File: src/rtl/bus_pkg.sv
// bus_pkg: shared types, default sizes and source indices for the bus arbiter
package bus_pkg;
  typedef enum logic {IDLE, HOLD} state_t;
  localparam int DEF_WIDTH = 32;
  localparam int DEF_N = 24;
  localparam int IDX_R0 = 0;
  localparam int IDX_R1 = 1;
  localparam int IDX_R2 = 2;
  localparam int IDX_R3 = 3;
  localparam int IDX_R4 = 4;
  localparam int IDX_R5 = 5;
  localparam int IDX_R6 = 6;
  localparam int IDX_R7 = 7;
  localparam int IDX_R8 = 8;
  localparam int IDX_R9 = 9;
  localparam int IDX_R10 = 10;
  localparam int IDX_R11 = 11;
  localparam int IDX_R12 = 12;
  localparam int IDX_R13 = 13;
  localparam int IDX_R14 = 14;
  localparam int IDX_R15 = 15;
  localparam int IDX_HI = 16;
  localparam int IDX_LO = 17;
  localparam int IDX_ZHI = 18;
  localparam int IDX_ZLO = 19;
  localparam int IDX_PC = 20;
  localparam int IDX_MDR = 21;
  localparam int IDX_INPORT = 22;
  localparam int IDX_C = 23;
endpackage

File: src/rtl/bus_arbiter_mux_if.sv
// bus_arbiter_mux_if: request/data sources in, registered granted bus out
interface bus_arbiter_mux_if #(
  parameter int WIDTH = 32,
  parameter int N = 24
);
  localparam int SELW = $clog2(N);
  logic [N-1:0] req;
  logic [N*WIDTH-1:0] data_in;
  logic ready;
  logic conflict_clr;
  logic [WIDTH-1:0] bus_out;
  logic bus_valid;
  logic [N-1:0] grant;
  logic [SELW-1:0] grant_idx;
  logic conflict;
  modport master (
    input req, data_in, ready, conflict_clr,
    output bus_out, bus_valid, grant, grant_idx, conflict
  );
  modport slave (
    output req, data_in, ready, conflict_clr,
    input bus_out, bus_valid, grant, grant_idx, conflict
  );
endinterface

File: src/rtl/bus_arbiter_mux_rr_pick.sv
// rr_pick: find-first-set over req, optionally starting at ptr and wrapping
module rr_pick #(
  parameter int N = 24,
  localparam int SELW = $clog2(N)
) (
  input  logic [N-1:0]    req_i,
  input  logic [SELW-1:0] ptr_i,
  input  logic            mode_i,
  output logic [N-1:0]    onehot_o,
  output logic [SELW-1:0] idx_o,
  output logic            any_o
);
  logic found;
  assign any_o = |req_i;
  assign onehot_o = any_o ? N'(1) << idx_o : '0;
  // first pass honours the pointer in round-robin mode; second pass wraps to the lowest index
  always_comb begin
    found = 1'b0;
    idx_o = '0;
    for (int i = 0; i < N; i++)
      if (!found && req_i[i] && (!mode_i || i >= int'(ptr_i))) begin
        idx_o = SELW'(i);
        found = 1'b1;
      end
    for (int i = 0; i < N; i++)
      if (!found && req_i[i]) begin
        idx_o = SELW'(i);
        found = 1'b1;
      end
  end
endmodule

File: src/rtl/bus_arbiter_mux.sv
// bus_arbiter_mux: arbitrates N sources onto one registered valid/ready bus
module bus_arbiter_mux
  import bus_pkg::*;
#(
  parameter int WIDTH = DEF_WIDTH,
  parameter int N = DEF_N,
  parameter int RR_MODE = 0
) (
  input logic clk,
  input logic clr,
  bus_arbiter_mux_if.master bus
);
  localparam int SELW = $clog2(N);
  state_t state_q;
  logic [WIDTH-1:0] bus_out_q;
  logic bus_valid_q;
  logic [N-1:0] grant_q;
  logic [SELW-1:0] grant_idx_q;
  logic [SELW-1:0] ptr_q;
  logic [SELW-1:0] ptr_d;
  logic conflict_q;
  logic accept;
  logic arb;
  logic [N-1:0] pick_onehot;
  logic [SELW-1:0] pick_idx;
  logic pick_any;
  assign accept = (state_q == HOLD) && bus.ready;
  assign arb = (state_q == IDLE) || accept;
  assign ptr_d = accept ? (grant_idx_q == SELW'(N - 1) ? '0 : grant_idx_q + 1'b1) : ptr_q;
  rr_pick #(.N(N)) u_pick (
    .req_i   (bus.req),
    .ptr_i   (ptr_d),
    .mode_i  (RR_MODE != 0),
    .onehot_o(pick_onehot),
    .idx_o   (pick_idx),
    .any_o   (pick_any)
  );
  // FSM: capture the winner at each arbitration point, hold it until accepted
  always_ff @(posedge clk) begin
    if (!clr) begin
      state_q <= IDLE;
      bus_out_q <= '0;
      bus_valid_q <= 1'b0;
      grant_q <= '0;
      grant_idx_q <= '0;
      ptr_q <= '0;
      conflict_q <= 1'b0;
    end else begin
      if (arb && pick_any) begin
        state_q <= HOLD;
        bus_out_q <= bus.data_in[int'(pick_idx)*WIDTH +: WIDTH];
        bus_valid_q <= 1'b1;
        grant_q <= pick_onehot;
        grant_idx_q <= pick_idx;
      end else if (arb) begin
        state_q <= IDLE;
        bus_valid_q <= 1'b0;
        grant_q <= '0;
      end
      ptr_q <= ptr_d;
      conflict_q <= (arb && $countones(bus.req) > 1) || (conflict_q && !bus.conflict_clr);
    end
  end
  assign bus.bus_out = bus_out_q;
  assign bus.bus_valid = bus_valid_q;
  assign bus.grant = grant_q;
  assign bus.grant_idx = grant_idx_q;
  assign bus.conflict = conflict_q;
endmodule

File: src/flat_wrapper.sv
// flat-port wrapper written by rule: the top's interface ports become plain ports
module bus_arbiter_mux_flat import bus_pkg::*;
#(
  parameter int WIDTH = DEF_WIDTH,
  parameter int N = DEF_N,
  parameter int RR_MODE = 0
)
  (clk, clr, bus_req, bus_data_in, bus_ready, bus_conflict_clr, bus_bus_out, bus_bus_valid, bus_grant, bus_grant_idx, bus_conflict);
  bus_arbiter_mux_if #(.WIDTH(WIDTH), .N(N)) bus_i ();
  input logic clk;
  input logic clr;
  input wire logic [$bits(bus_i.req)-1:0] bus_req;
  input wire logic [$bits(bus_i.data_in)-1:0] bus_data_in;
  input wire logic [$bits(bus_i.ready)-1:0] bus_ready;
  input wire logic [$bits(bus_i.conflict_clr)-1:0] bus_conflict_clr;
  output wire logic [$bits(bus_i.bus_out)-1:0] bus_bus_out;
  output wire logic [$bits(bus_i.bus_valid)-1:0] bus_bus_valid;
  output wire logic [$bits(bus_i.grant)-1:0] bus_grant;
  output wire logic [$bits(bus_i.grant_idx)-1:0] bus_grant_idx;
  output wire logic [$bits(bus_i.conflict)-1:0] bus_conflict;
  assign bus_i.req = bus_req;
  assign bus_i.data_in = bus_data_in;
  assign bus_i.ready = bus_ready;
  assign bus_i.conflict_clr = bus_conflict_clr;
  assign bus_bus_out = bus_i.bus_out;
  assign bus_bus_valid = bus_i.bus_valid;
  assign bus_grant = bus_i.grant;
  assign bus_grant_idx = bus_i.grant_idx;
  assign bus_conflict = bus_i.conflict;
  bus_arbiter_mux #(.WIDTH(WIDTH), .N(N), .RR_MODE(RR_MODE)) u_core (.clk(clk), .clr(clr), .bus(bus_i));
endmodule
File: config.mk
export PLATFORM = sky130hd
export DESIGN_NAME = bus_arbiter_mux_flat
export DESIGN_NICKNAME = d
export VERILOG_FILES = /design/src/rtl/bus_pkg.sv /design/src/rtl/bus_arbiter_mux_if.sv /design/src/rtl/bus_arbiter_mux_rr_pick.sv /design/src/rtl/bus_arbiter_mux.sv /design/src/flat_wrapper.sv
export SDC_FILE = /design/constraint.sdc
export NUM_CORES = 1
export LEC_CHECK = 0
export BUFFER_PORTS_ARGS = -buffer_cell sky130_fd_sc_hd__buf_2
export CORE_AREA = 3 3 335 337
export DETAILED_ROUTE_END_ITERATION = 16
export DIE_AREA = 0 0 338 340
export PLACE_DENSITY = 0.3
export SLEW_MARGIN = 20
export SYNTH_ARGS = -nofsm -noshare
export SYNTH_HDL_FRONTEND = slang
export SYNTH_SLANG_ARGS = --single-unit
File: constraint.sdc
create_clock -name clk -period 7.6 [get_ports clk]
set_input_delay 0 -clock clk [delete_from_list [all_inputs] [get_ports clk]]
set_output_delay 0 -clock clk [all_outputs]
set_load 0.02 [all_outputs]
## Yosys cells after proc, flatten, opt, wreduce, memory -nomap -nowiden

Cells that the tools add are included.

- Reduce and logical (&&, ||, !) cells: 103
- Multiply operators: 0
- Bitwise operators: 1
- Shift operators: 2
- $lt $le $gt $ge: 1
- Eq/ne operators: 0
- Add/sub/neg operators: 23
- Multiplexer cells: 99
- Divide/modulo/power cells: 0

Operator list:

| cell | number |
|---|---|
| $shiftx 768x11->32 | 1 |
| $add 32x32->32 | 11 |
| $mux 5 | 46 |
| $mux 24 | 3 |
| $logic_and 1x1->1 | 51 |
| $mux 1 | 50 |
| $logic_not 1->1 | 48 |
| $gt 32x2->1 const B | 1 |
| $add 1x1->2 | 12 |
| $reduce_or 24->1 | 1 |
| $shl 1x5->24 const A | 1 |
| $logic_or 1x1->1 | 2 |
| $reduce_bool 2->1 | 1 |
| $not 1->1 | 1 |

- Latch bits: 0
- Bits in read-only memories: 0
- Memory bits (writable): 0
- Memories: 0
- Register bits: 63
- Output and inout bits: 63

## Logic depth before layout (Yosys ltp)

- Depth in word-level cells: 145
- Depth in mapped cells: 16

## Hierarchy

Synthesis repeated with hierarchy kept, for this count alone.

- Cell total of the unflattened synthesis: 1065
- Area, all modules: 10645.2 um^2

By module, submodules not included:

| module | area an instance (um^2) | seq. area each (um^2) | cells an instance | times used |
|---|---|---|---|---|
| bus_arbiter_mux | 9123.8 | 1361.3 | 828 | 1 |
| rr_pick | 1521.5 | 0.0 | 237 | 1 |

## Worst setup path after synthesis

OpenSTA, ideal clock, no wires.

- Path kind: input to register
- From: input bus_req[0]
- To: register u_core.conflict_q, in the netlist u_core.bus.conflict
- Required time: 7.472 ns
- Buffers on the path: 0
- Library setup time: 0.128 ns
- Slack: 3.606 ns
- Data arrival time: 3.866 ns
- Stages: 15
- Cell sequence: inv_1 > ha_1 > fa_1 > inv_1 > fa_1 > fa_1 > inv_1 > fa_1 > fa_1 > ha_1 > fa_1 > o21ai_0 > a31oi_1 > a21oi_1 > nor2_1

- Longest elaborated chain between the ends: 8

Ends and longest elaborated chain:

| element | line | RTL |
|---|---|---|
| start: declaration | flat_wrapper.sv:12 | `input wire logic [$bits(bus_i.req)-1:0] bus_req;` |
| $add 1x1->2 (not written as such) | bus_arbiter_mux.sv:61 | `conflict_q <= (arb && $countones(bus.req) > 1) \|\| (conflict_q && !bus.conflict_clr);` |
| $add 32x32->32 (not written as such) (4 in a row) | bus_arbiter_mux.sv:61 |  |
| $gt 32x2->1 | bus_arbiter_mux.sv:61 |  |
| $logic_and 1x1->1 | bus_arbiter_mux.sv:61 |  |
| $logic_or 1x1->1 | bus_arbiter_mux.sv:61 |  |
| end signal: assignment | bus_arbiter_mux.sv:61 |  |
| end: declaration | bus_arbiter_mux.sv:21 | `logic conflict_q;` |

No other way between the ends.
A chain may end at the register's enable or synchronous reset.

## Worst setup path after layout

- From: input bus_req[0]
- To: register u_core.bus_out_q[12], in the netlist u_core.bus.bus_out[12]

- Longest elaborated chain between the ends: 143

Ends and longest elaborated chain:

| element | line | RTL |
|---|---|---|
| $mux 1 | bus_arbiter_mux_rr_pick.sv:21 | `if (!found && req_i[i] && (!mode_i \|\| i >= int'(ptr_i))) begin` |
| $logic_not 1->1 | bus_arbiter_mux_rr_pick.sv:21 |  |
| $logic_and 1x1->1 | bus_arbiter_mux_rr_pick.sv:21 |  |
| $mux 1 | bus_arbiter_mux_rr_pick.sv:21 |  |
| $logic_not 1->1 | bus_arbiter_mux_rr_pick.sv:21 |  |
| $logic_and 1x1->1 | bus_arbiter_mux_rr_pick.sv:21 |  |
| $mux 1 | bus_arbiter_mux_rr_pick.sv:21 |  |
| $logic_not 1->1 | bus_arbiter_mux_rr_pick.sv:21 |  |
| (+127 left out) | n/a |  |
| $mux 1 | bus_arbiter_mux_rr_pick.sv:26 | `if (!found && req_i[i]) begin` |
| $logic_not 1->1 | bus_arbiter_mux_rr_pick.sv:26 |  |
| $logic_and 1x1->1 | bus_arbiter_mux_rr_pick.sv:26 |  |
| $mux 1 | bus_arbiter_mux_rr_pick.sv:26 |  |
| $logic_not 1->1 | bus_arbiter_mux_rr_pick.sv:26 |  |
| $logic_and 1x1->1 | bus_arbiter_mux_rr_pick.sv:26 |  |
| $mux 5 | bus_arbiter_mux_rr_pick.sv:26 |  |
| $shiftx 768x11->32 | bus_arbiter_mux.sv:51 | `bus_out_q <= bus.data_in[int'(pick_idx)*WIDTH +: WIDTH];` |
| end signal: assignment | bus_arbiter_mux.sv:51 |  |
| end: declaration | bus_arbiter_mux.sv:15 | `logic [WIDTH-1:0] bus_out_q;` |

Parallel ways exist; a longest one is shown, timed or not.

==> impl_metrics.ini <==
[run_status]
status = completed

[placed_design]
gp_congestion = 0.850
io_buffers = 858
pre_cts_ws_ns = 2.69
dp_hpwl_um = 81000
dp.cells = 3754

[timing]
hold_slack_ns = 0.0315
fin_skew_ns = 0.0165
finalHoldViolations = 0
fmax_ghz = 0.217
finalSetupViolCount = 0
tns_ns = 0
tightest_slew_ns = 1.09
post-route-period-util_pct = 60.6
fin_ws_ns = 2.99
slew_headroom_pct = 26.8
maxSlewViolCount = 0
rsz0062_at_grt = no
period_needed_ns = 4.61

[synthesis]
ys_seq_area_share_pct = 12.5
synthSimpleGateAreaFrac_pct = 32.7
synth_top_family_by_area = simple AND/OR/NAND/NOR gates
synth-compound-area-share_pct = 17.9
synth_area_per_cell_um2 = 6.69
syn-cell-area_um2 = 10100
synth_cell_types = 59
synth_edf_count = 0
synth_nets = 2362
netlist_instances = 1512
ys.warnings.count = 0
ys_ff_latch = 63
ys.flop_type = dfxtp_1
async_reset_ff_share_pct = 0
synthAdderAreaFrac_pct = 8.09
synth-xor-area-share_pct = 0
synthMuxAreaShare_pct = 21.7

[setup_path]
critPathLaunchType = primary input
crit_path_end_kind = flip-flop
cp.arrival_ns = 4.92
crit_required_ns = 7.91
crit_fanout = 57
critical_path_class = in -> reg
reg2reg_depth = 8

[detailed_routing]
vias_per_cell = 3.84
num_vias = 14700
route.detailed.drc = 0
avgRoutedWirePerCell_um = 25.2
drt.antenna.violating_nets = 0
drtIter0Drc = 661
drt_pre_antenna_iters = 4
totalWireLength_um = 96300

[global_routing]
antenna_found_initial = 38
grt_pass1_wl_um = 127000
grt_start_max_net_pins = 138
track_usage_pct = 15.9
overflow = 0
grt_pass1_vias = 15300

[min_path]
hold_depth = 5
hold_path_class = in -> reg

[cts]
tritoncts = yes
clock-sinks = 63
cts_resized = 0
clkSlewWorstSetupHoldPaths_ns = 0.06
clock-root-buffer = clkbuf_16
cts_htree_levels = 3
clock_latency_ns = 0.39
cts_buffers = 9
clockBufferDepth = 2

[cells_and_area]
multiInputGateArea_um2 = 8230
n_fill_cell = 12800
nets = 3177
area_growth_pct = 66.9
finalNonFillerCells = 3828
regArea_um2 = 1260
drive_above_1_share_pct = 40.5

[job]
cap_violations = 0

[floorplan]
ios = 859
die_h_um = 340
die_area_um2 = 115000
start_util_pct = 9.26
core_area_um2 = 109000
die_x_um = 338
num_rows = 121

[power_and_ir_drop]
p_total_w = 0.00201
ir_worst_vdd_uv = 98.8
cellPowerDensity_nw_per_um2 = 119
p_leak_nw = 8.42
## state kept, by name, summed over array words and instances, names as in the netlist
name / count
u_core.bus.bus_out: 32
u_core.bus.bus_valid: 1
u_core.bus.conflict: 1
u_core.bus.grant: 24
u_core.bus.grant_idx: 5
## cell usage in the layout (no fill, tap or decap), types with 5 or more instances in the layout
cell type and n:
diode_2 20, a221oi_1 11, dfxtp_1 63, o21ai_0 34
nor3_1 12, a22oi_1 25, mux2i_1 202, a311oi_1 11
o22ai_1 51, a21oi_1 28, nand3_1 179, nand2_1 394
nor2_1 69, a211oi_1 9, a31oi_1 21, o22a_1 16
ha_1 35, buf_2 858, nand4_1 25, mux2_2 15
nor4_1 11, a32oi_1 7, o21ai_1 6, o2111a_1 5
a32o_1 5, buf_4 27, o211ai_1 5, inv_1 46
and3_1 26, a311o_1 6, dlygate4sd3_1 38, clkbuf_16 9
fa_1 19
## cell usage after synthesis (all sizes together), types with 13 or more instances
cell | instances | area (um2)
a21oi | 28 | 140
a22oi | 25 | 188
a31oi | 21 | 131
and3 | 27 | 169
buf | 63 | 329
clkbuf | 60 | 225
dfxtp | 63 | 1260
fa | 19 | 380
ha | 35 | 438
inv | 47 | 176
mux2 | 15 | 169
mux2i | 202 | 2020
nand2 | 395 | 1480
nand3 | 180 | 901
nand4 | 25 | 156
nor2 | 75 | 282
nor3 | 14 | 75.1
nor4 | 13 | 87.6
o21ai | 40 | 200
o22a | 17 | 149
o22ai | 52 | 332
## where the power goes
group          internal [W]  total, W  switching [W]
Combinational      0.000470   0.00109       0.000621
Sequential         0.000355  0.000375      0.0000204
Clock              0.000325  0.000544       0.000219
Total               0.00115   0.00201       0.000861
## path summary, 6_finish.rpt
path                           start                      end  slack [ns]
min                 bus_data_in[682]   u_core.bus.bus_out[10]        0.03
max reg2reg     u_core.bus.bus_valid   u_core.bus.bus_out[22]        3.40
max                       bus_req[0]   u_core.bus.bus_out[12]        2.99
min reg2reg  u_core.bus.grant_idx[3]  u_core.bus.grant_idx[3]        0.49
## routing by layer
| metal | global-route usage (%) | routed length [um] |
|---|---|---|
| met5 | 0 | 103 |
| met4 | 3.25 | 1210 |
| met3 | 3.20 | 5780 |
| met2 | 28.4 | 48500 |
| met1 | 19.7 | 40700 |
## critical path: stages
cell	delay, ns
buf_2	0.13
inv_1	0.10
ha_1	0.25
nor3b_1	0.57
nand2_1	0.19
o311ai_1	0.67
o22a_4	0.70
buf_12	0.39
buf_4	0.36
nand2_1	0.09
nand3_1	0.08
dlygate4sd3_1	0.55
nand3_1	0.07
dlygate4sd3_1	0.58
nand4_1	0.09
## cell type report
class                   count  share of cell area (%)
multi-input cells        1279                    48.8
repair buffers            927                    29.4
well taps                1476                    10.9
flip-flops and latches     63                    7.47
clock buffers               9                    1.33
inverters                  47                    1.05
clock inverters             7                   0.742
diodes                     20                   0.297
## stage by stage
stage,cell area (um2),utilization [%]
2_1_floorplan,10100,-
3_3_place_gp,16100,14.7
3_5_place_dp,16100,14.7
4_1_cts,16800,15.4
5_1_grt,16800,15.4
6_report,16900,15.5
## logic make-up after synthesis
family / after synthesis
multiplexers: 217
AND/OR/NAND/NOR: 750
flip-flops: 63
buffers and inverters: 170
adder cells (fa/ha/maj): 54
AO/OA/AOI/OAI: 258
## what timing repair did
action	in CTS	in global routing
endpoints found under the hold margin	20	0
buffers inserted	0	0
hold buffers	38	0
Power figures use the tool's default switching activity.
